**config.mk**
```make
export PLATFORM = sky130hd
export DESIGN_NAME = vga_timing_gen
export DESIGN_NICKNAME = d
export VERILOG_FILES = /design/src/rtl/vga_timing_pkg.sv /design/src/rtl/vga_axis_counter.sv /design/src/rtl/vga_timing_gen.sv
export SDC_FILE = /design/constraint.sdc
export NUM_CORES = 1
export LEC_CHECK = 0
export BUFFER_PORTS_ARGS = -buffer_cell sky130_fd_sc_hd__buf_2
export CAP_MARGIN = 30
export CORE_MARGIN = 8
export CORE_UTILIZATION = 58
export CTS_CLUSTER_DIAMETER = 150
export DETAILED_ROUTE_END_ITERATION = 7
export GPL_ROUTABILITY_DRIVEN = 1
export PLACE_DENSITY = 0.84
export REMOVE_ABC_BUFFERS = 1
export SETUP_SLACK_MARGIN = 0.3
export SYNTH_ARGS = -nofsm -noshare
export SYNTH_HDL_FRONTEND = slang
export SYNTH_SLANG_ARGS = --single-unit
```
**constraint.sdc**
```tcl
create_clock -name vga_clk -period 5.9 [get_ports vga_clk]
set_input_delay 1.18 -clock vga_clk [delete_from_list [all_inputs] [get_ports vga_clk]]
set_output_delay 1.18 -clock vga_clk [all_outputs]
set_load 0.02 [all_outputs]
```
**src/rtl/vga_timing_pkg.sv**
```systemverilog
// Shared timing constants and types for the VGA raster generator.
// Defaults describe 640x480 @ 60 Hz with a 25 MHz pixel clock.
// Contents:
//   H_* / V_*          default porch, sync and visible widths
//   H_TOTAL, V_TOTAL   derived line and frame lengths
//   *_SYNC_START/END   derived sync windows, half-open [start, end)
//   coord_t            10-bit raster coordinate
package vga_timing_pkg;

  localparam int H_VISIBLE = 640;
  localparam int H_FRONT   = 16;
  localparam int H_SYNC    = 96;
  localparam int H_BACK    = 48;

  localparam int V_VISIBLE = 480;
  localparam int V_FRONT   = 10;
  localparam int V_SYNC    = 2;
  localparam int V_BACK    = 33;

  localparam int H_TOTAL = H_VISIBLE + H_FRONT + H_SYNC + H_BACK;
  localparam int V_TOTAL = V_VISIBLE + V_FRONT + V_SYNC + V_BACK;

  localparam int H_SYNC_START = H_VISIBLE + H_FRONT;
  localparam int H_SYNC_END   = H_VISIBLE + H_FRONT + H_SYNC;
  localparam int V_SYNC_START = V_VISIBLE + V_FRONT;
  localparam int V_SYNC_END   = V_VISIBLE + V_FRONT + V_SYNC;

  typedef logic [9:0] coord_t;

endpackage

```
**src/rtl/vga_axis_counter.sv**
```systemverilog
// One raster axis: a wrapping counter with enable plus its decodes.
// Ports:
//   clk, reset_n   clock, synchronous active-low reset
//   en             advance the count this cycle
//   count          registered position, 0..TOTAL-1
//   wrap           combinational: this edge takes count from TOTAL-1 to 0
//   sync_n         registered, low while count is in [SYNC_START, SYNC_END)
//   visible_next   combinational: the next count lies in [0, VISIBLE)
// Decodes are taken from the next count so that registered outputs line
// up with the registered count on the same cycle.
module vga_axis_counter
  import vga_timing_pkg::*;
#(
  parameter int TOTAL      = 800,
  parameter int VISIBLE    = 640,
  parameter int SYNC_START = 656,
  parameter int SYNC_END   = 752
) (
  input  logic   clk,
  input  logic   reset_n,
  input  logic   en,
  output coord_t count,
  output logic   wrap,
  output logic   sync_n,
  output logic   visible_next
);

  localparam coord_t LAST    = coord_t'(TOTAL - 1);
  localparam coord_t VIS_LIM = coord_t'(VISIBLE);
  localparam coord_t SS      = coord_t'(SYNC_START);
  localparam coord_t SE      = coord_t'(SYNC_END);

  coord_t count_next;

  always_comb begin
    wrap       = en && (count == LAST);
    count_next = count;
    if (wrap) begin
      count_next = '0;
    end else if (en) begin
      count_next = count + 10'd1;
    end
    visible_next = (count_next < VIS_LIM);
  end

  always_ff @(posedge clk) begin
    if (!reset_n) begin
      count  <= '0;
      sync_n <= 1'b1;
    end else begin
      count  <= count_next;
      sync_n <= !((count_next >= SS) && (count_next < SE));
    end
  end

endmodule

```
**src/rtl/vga_timing_gen.sv**
```systemverilog
// VGA raster timing generator: pixel position, sync, blanking and
// frame-level pulses for the sprite/overlay renderers.
// Ports:
//   vga_clk        pixel clock, all state on its rising edge
//   reset_n        synchronous active-low reset
//   hs, vs         sync pulses, active low
//   blank          1 in the visible region, 0 in porch/sync
//   DrawX, DrawY   current raster position
//   line_start     one-cycle pulse when DrawX wraps to 0
//   frame_start    one-cycle pulse when (DrawX, DrawY) wraps to (0, 0)
//   frame_count    completed-frame counter, wraps 255 -> 0
// Every output is a register loaded from next-position decodes, so all of
// them describe the same (DrawX, DrawY) with no relative skew.
module vga_timing_gen
  import vga_timing_pkg::*;
#(
  parameter int H_VISIBLE = vga_timing_pkg::H_VISIBLE,
  parameter int H_FRONT   = vga_timing_pkg::H_FRONT,
  parameter int H_SYNC    = vga_timing_pkg::H_SYNC,
  parameter int H_BACK    = vga_timing_pkg::H_BACK,
  parameter int V_VISIBLE = vga_timing_pkg::V_VISIBLE,
  parameter int V_FRONT   = vga_timing_pkg::V_FRONT,
  parameter int V_SYNC    = vga_timing_pkg::V_SYNC,
  parameter int V_BACK    = vga_timing_pkg::V_BACK
) (
  input  logic       vga_clk,
  input  logic       reset_n,
  output logic       hs,
  output logic       vs,
  output logic       blank,
  output coord_t     DrawX,
  output coord_t     DrawY,
  output logic       line_start,
  output logic       frame_start,
  output logic [7:0] frame_count
);

  localparam int H_TOT = H_VISIBLE + H_FRONT + H_SYNC + H_BACK;
  localparam int V_TOT = V_VISIBLE + V_FRONT + V_SYNC + V_BACK;

  // Coordinates are 10 bits wide; larger modes cannot be represented.
  if (H_TOT > 1024 || V_TOT > 1024) begin : g_total_check
    $error("vga_timing_gen: line or frame total exceeds 1024");
  end

  logic h_wrap;
  logic v_wrap;
  logic h_vis_next;
  logic v_vis_next;

  vga_axis_counter #(
    .TOTAL      (H_TOT),
    .VISIBLE    (H_VISIBLE),
    .SYNC_START (H_VISIBLE + H_FRONT),
    .SYNC_END   (H_VISIBLE + H_FRONT + H_SYNC)
  ) u_h_axis (
    .clk          (vga_clk),
    .reset_n      (reset_n),
    .en           (1'b1),
    .count        (DrawX),
    .wrap         (h_wrap),
    .sync_n       (hs),
    .visible_next (h_vis_next)
  );

  // The vertical axis steps once per line; its wrap flag therefore already
  // implies a horizontal wrap on the same edge.
  vga_axis_counter #(
    .TOTAL      (V_TOT),
    .VISIBLE    (V_VISIBLE),
    .SYNC_START (V_VISIBLE + V_FRONT),
    .SYNC_END   (V_VISIBLE + V_FRONT + V_SYNC)
  ) u_v_axis (
    .clk          (vga_clk),
    .reset_n      (reset_n),
    .en           (h_wrap),
    .count        (DrawY),
    .wrap         (v_wrap),
    .sync_n       (vs),
    .visible_next (v_vis_next)
  );

  always_ff @(posedge vga_clk) begin
    if (!reset_n) begin
      blank       <= 1'b1;
      line_start  <= 1'b0;
      frame_start <= 1'b0;
      frame_count <= 8'd0;
    end else begin
      blank       <= h_vis_next && v_vis_next;
      line_start  <= h_wrap;
      frame_start <= v_wrap;
      if (v_wrap) begin
        frame_count <= frame_count + 8'd1;
      end
    end
  end

endmodule

```
### Word-level counts from Yosys, hierarchy flattened

Index checks and enable logic that the tools add are counted.

* add/sub/neg operators: 3
* $lt $le $gt $ge: 6
* eq/ne operators: 2
* mux-type cells: 3
* reduce and logical (&&, ||, !) cells: 6

Operator list (count)
* two-way mux 10 bit: 3
* adder 10 x 1 -> 10 bit, second input constant: 2
* == test 10 bit, second input constant: 2
* less-than comparator 10 bit, second input constant: 2
* less-than comparator 10 x 9 -> 1 bit, second input constant: 2
* greater-or-equal comparator 10 bit, second input constant: 1
* greater-or-equal comparator 10 x 9 -> 1 bit, second input constant: 1
* adder 8 x 1 -> 8 bit, second input constant: 1
* logical AND 1 bit: 4
* logical NOT 1 bit: 2

* flip-flop bits (word level): 33
* bits of input ports: 2

### Depth between registers and ports, before layout

* word-level depth: 6
* gate-level depth with buffers: 10

### By module

From an unflattened synthesis, not the netlist that was laid out.

* cell total of the unflattened synthesis: 207
* area, all modules: 1804.2 um^2

Modules (own cells, without submodules)
* vga_axis_counter at u_h_axis: times used 1, cells each 83, area each 710.7 um^2, seq. area each 220.2 um^2
* vga_axis_counter at u_v_axis: times used 1, cells each 78, area each 646.9 um^2, seq. area each 220.2 um^2
* vga_timing_gen: times used 1, cells each 46, area each 446.7 um^2, seq. area each 220.2 um^2

### Worst setup path before layout

OpenSTA, ideal clock, no wires.

* kind: register -> register
* from: register u_h_axis.count[5]
* to: register u_h_axis.sync_n
* arrival: 2.070 ns
* data required time: 5.766 ns
* slack: 3.696 ns
* stages on the path, launching flop included: 8
* buffers on the path: 2
* clock period less this slack: 2.204 ns
* path through: dfxtp_1 -> buf_4 -> and2_4 -> or3b_1 -> buf_2 -> or3_1 -> a21boi_2 -> or4b_1

* word-level cells in the longest chain between the ends: 5
* elaborated cells on any way between the ends: 7
* classes of those cells: add/sub (1); order compare (2); eq/ne (1); mux (1); reduce/logical (2)

RTL lines
* from (decl): RTL line vga_axis_counter.sv:22 `output coord_t count,`
* from (signal assigned): RTL line vga_axis_counter.sv:51 `count <= count_next;`
* adder 10 x 1 -> 10 bit or == test 10 bit (tied branches): RTL line vga_axis_counter.sv:41, vga_axis_counter.sv:36
* two-way mux 10 bit *: RTL line vga_axis_counter.sv:38 `if (wrap) begin`
* greater-or-equal comparator 10 bit or less-than comparator 10 bit (tied branches): RTL line vga_axis_counter.sv:52 `sync_n <= !((count_next >= SS) && (count_next < SE));`
* logical AND 1 bit *: RTL line vga_axis_counter.sv:52
* logical NOT 1 bit *: RTL line vga_axis_counter.sv:52
* to (signal assigned): RTL line vga_axis_counter.sv:52
* to (decl): RTL line vga_axis_counter.sv:24 `output logic sync_n,`

Mark *: on every way between the ends. The rest lies on a longest branch, timed or not.
A chain may end at the register's enable or synchronous reset.

### Final worst setup path

* from: register u_h_axis.count[7]
* to: register u_v_axis.sync_n

* word-level cells in the longest chain between the ends: 6
* elaborated cells on any way between the ends: 8
* classes of those cells: order compare (2); eq/ne (1); mux (2); reduce/logical (3)

RTL lines
* == test 10 bit *: RTL line vga_axis_counter.sv:36 `wrap = en && (count == LAST);`
* two-way mux 10 bit or logical AND 1 bit (tied branches): RTL line vga_axis_counter.sv:40, vga_axis_counter.sv:36
* two-way mux 10 bit *: RTL line vga_axis_counter.sv:38
* greater-or-equal comparator 10 x 9 -> 1 bit or less-than comparator 10 x 9 -> 1 bit (tied branches): RTL line vga_axis_counter.sv:52
* logical AND 1 bit *: RTL line vga_axis_counter.sv:52
* logical NOT 1 bit *: RTL line vga_axis_counter.sv:52
* to (signal assigned): RTL line vga_axis_counter.sv:52
* to (decl): RTL line vga_axis_counter.sv:24

Marks and branches as above.

==> results by group <==
Run status
  • Outcome: finished, final reports clean

Critical path
  • Worst r2r path cells: 6
  • Crit-path cells: nor4b_1 -> and3_1 -> and2_1 -> nand2b_1 -> nor2_1 -> nand4_1
  • Critical path endpoint category: flop
  • WP data arrival: ~2.9 ns
  • Type of the worst setup path: reg -> reg
  • Worst setup SP type: flop
  • CP max stage cell: and3_1
  • Reg-to-Reg End: u_v_axis.sync_n$_SDFF_PN1_
  • R2R Path Start: u_h_axis.count[7]$_SDFF_PN0_
  • Worst path max stage delay: roughly 0.62 ns
  • FF-to-FF setup slack: roughly 3.3 ns
  • Critical path fanouts, max: 17
  • Worst path top cell family by delay: simple AND/OR/NAND/NOR gates
  • Critical path buffers and inverters: 0
  • Req. time, crit path: 6.17 ns
  • Crit path from: u_h_axis.count[7]$_SDFF_PN0_

STA
  • Endpoints failing hold: 0
  • Tightest slew margin relative to the limit: 0.609
  • Tcrit/Tclk final: 0.441
  • Worst setup margin: ~3.3 ns
  • Final setup vio count: 0
  • FMAX: about 380 MHz
  • RSZ-0062 raised after global routing: false
  • Clock skew: between 0.01 and 0.015 ns
  • Worst slew pin tran: between 0.5 and 0.6 ns
  • Max-slew violations: 0
  • Final Critical Period: around 2.6 ns
  • Setup TNS: 0 ns

Layout
  • Layout cells sized above 1: 0.199
  • Ant diodes: 0
  • # fillers: 235
  • Multi-input gate area: 933 sq um
  • Register area: approximately 660 sq um
  • Nets@finish: 226
  • Area growth from synthesis to layout: 12.7%

Global routing
  • Grt ovf: 0
  • Largest net degree at the start of global routing: 20
  • Vias in the first global route: 1452
  • All-Layer GR Usage: 0.156
  • Antenna violations before repair: 0
  • First-pass GRT wire length: between 6 and 7 mm

Min path
  • Hold worst-path end: u_h_axis.count[0]$_SDFF_PN0_
  • Hold Path Class: reg -> reg
  • Hold Path Stages: 1
  • Hold_sp: u_h_axis.count[0]$_SDFF_PN0_

Power
  • Worst VDD drop: ~0.00023 V
  • PwrDens: just over 200 nW/um^2
  • Psw: between 0.08 and 0.09 mW
  • Int Pwr: 0.297 mW
  • Share of total power in combinational logic: 0.028
  • Clock share of power: 0.379
  • Leak: between 0.7 and 0.8 nW
  • Total power: ~0.38 mW
  • Reg power frac: 0.593
  • Switching Fraction: 0.224

Yosys
  • Syn. warnings: 0
  • Sequential-to-total area share from yosys stat: 0.394
  • Yosys top cell by area: dfxtp_1
  • Top cells by count, synth: dfxtp_1 (33), nor2_1 (18), and2_1 (14), nand2_1 (14), xnor2_1 (12)
  • Number of synthesized flops with an enable pin: 0
  • Count leader, synth: dfxtp_1
  • Commonest register cell after synthesis: dfxtp_1
  • Top cell type's share of synthesized area: 0.394
  • Post-synth cell types: 44
  • Async SR Flop Fraction: 0
  • Syn_area_per_cell: between 8 and 9 sq um
  • Mapped Area: 1680 sq um
  • Largest cells by area after synthesis: dfxtp_1 (39%), xnor2_1 (6.3%), xor2_1 (5.8%)
  • Syn Inst Count: 192
  • FF+latch count, synth: 33

Detailed routing
  • Initial DRC count: approximately 110
  • Post-route ant nets: 0
  • DR vias/cell: around 6
  • First-pass DRT Iterations: 4
  • Avg WL per Cell: 15.0 microns
  • Post-Route WL: about 3.8 mm
  • Vias: about 1500
  • DRC Markers: 0

CTS
  • Clock root cell: clkbuf_4
  • CTS tree: built
  • CTS buffer count: 5
  • H-tree levels: 2
  • Clk slew on worst S/H paths: roughly 0.11 ns
  • Clock Sinks: 33
  • Post-CTS Repair Setup Buffers: 0
  • Cts repair resizes: 0
  • Hold-fix buffers, CTS: 0
  • Max clock buf depth: 2
  • Clock latency on the worst-skew pair: 0.33 ns

Flow run
  • Max cap viols: 0

Die
  • Top Ports: 35
  • Core area: approximately 2800 sq um
  • Die Wd: 69.7 microns
  • Die area: 4860 sq um
  • FP Rows: 19
  • Die Y: between 60 and 70 microns
  • Starting Density: 0.608

Placement
  • GPL Wtd Cong: between 0.8 and 0.9
  • IO Port Bufs: 34
  • Dpl ws: ~3.4 ns
  • Dpl hpwl: roughly 2.8 mm
placed cells by master, fill, tap and decap left out, types with 4 or more instances in the layout:
cell type	count
buf_2	34
dfxtp_1	33
nor2_1	18
nand2_1	14
and2_1	14
xnor2_1	12
xor2_1	11
nand4_1	10
nand3_1	9
nor3_1	5
clkbuf_4	5
inv_1	4
and3_1	4
ha_1	4
through the flow:
stage,hold WS [ns],area (sq um),utilization,std cells
floorplan,0.529,1610,-,179
global placement,0.453,1820,0.659,244
detailed placement,0.477,1820,0.659,244
CTS,0.498,1890,0.685,252
global route,0.543,1890,0.685,252
finish,0.492,1890,0.685,252
power by group through the flow:
stage	registers, mW	logic (mW)	clock network [mW]
after floorplan	0.233	0.00392	0
after global placement	0.231	0.0106	0
after detailed placement	0.232	0.0108	0
after CTS	0.227	0.0110	0.148
after global routing	0.227	0.0122	0.158
final	0.227	0.0108	0.145
worst max-delay path by stage:
stage	to	cells past startpoint
final	u_v_axis.sync_n$_SDFF_PN1_	6
after global routing	u_v_axis.sync_n$_SDFF_PN1_	6
after CTS	u_v_axis.sync_n$_SDFF_PN1_	6
after detailed placement	u_v_axis.sync_n$_SDFF_PN1_	6
after global placement	u_v_axis.sync_n$_SDFF_PN1_	7
after floorplan	frame_count[3]$_SDFFE_PN0P_	7
cell families after synthesis:
| group | Yosys count | synth area share |
|---|---|---|
| flip-flops | 33 | 0.394 |
| XOR/XNOR | 23 | 0.120 |
| multiplexers | 2 | 0.0119 |
| AND/OR/NAND/NOR | 92 | 0.298 |
| buffers and inverters | 17 | 0.0485 |
| AO/OA/AOI/OAI | 21 | 0.0971 |
| adder cells (fa/ha/maj) | 4 | 0.0299 |
cell type report:
type | instances | share of cell area
clock buffer | 7 | 0.0345
multi-input combinational | 142 | 0.494
timing repair buffer | 34 | 0.0901
sequential | 33 | 0.350
clock inverter | 1 | 0.00265
inverter | 4 | 0.00795
tap | 31 | 0.0205
flip-flops by register name, summed over array words and instances, names as in the netlist:
register and count:
blank 1, line_start 1, u_h_axis.sync_n 1, u_v_axis.count 10, u_h_axis.count 10, frame_count 8, u_v_axis.sync_n 1, frame_start 1
per-layer routing:
metal | vias to the layer above | share of wire | GRT usage
li1 | 725 | - | -
met1 | 698 | 0.44 | 0.172
met2 | 44 | 0.49 | 0.270
met3 | 9 | 0.050 | 0.0458
met4 | 0 | 0.020 | 0.0670
met5 | - | 0 | 0
No activity file was read; power rests on OpenSTA's default activity.
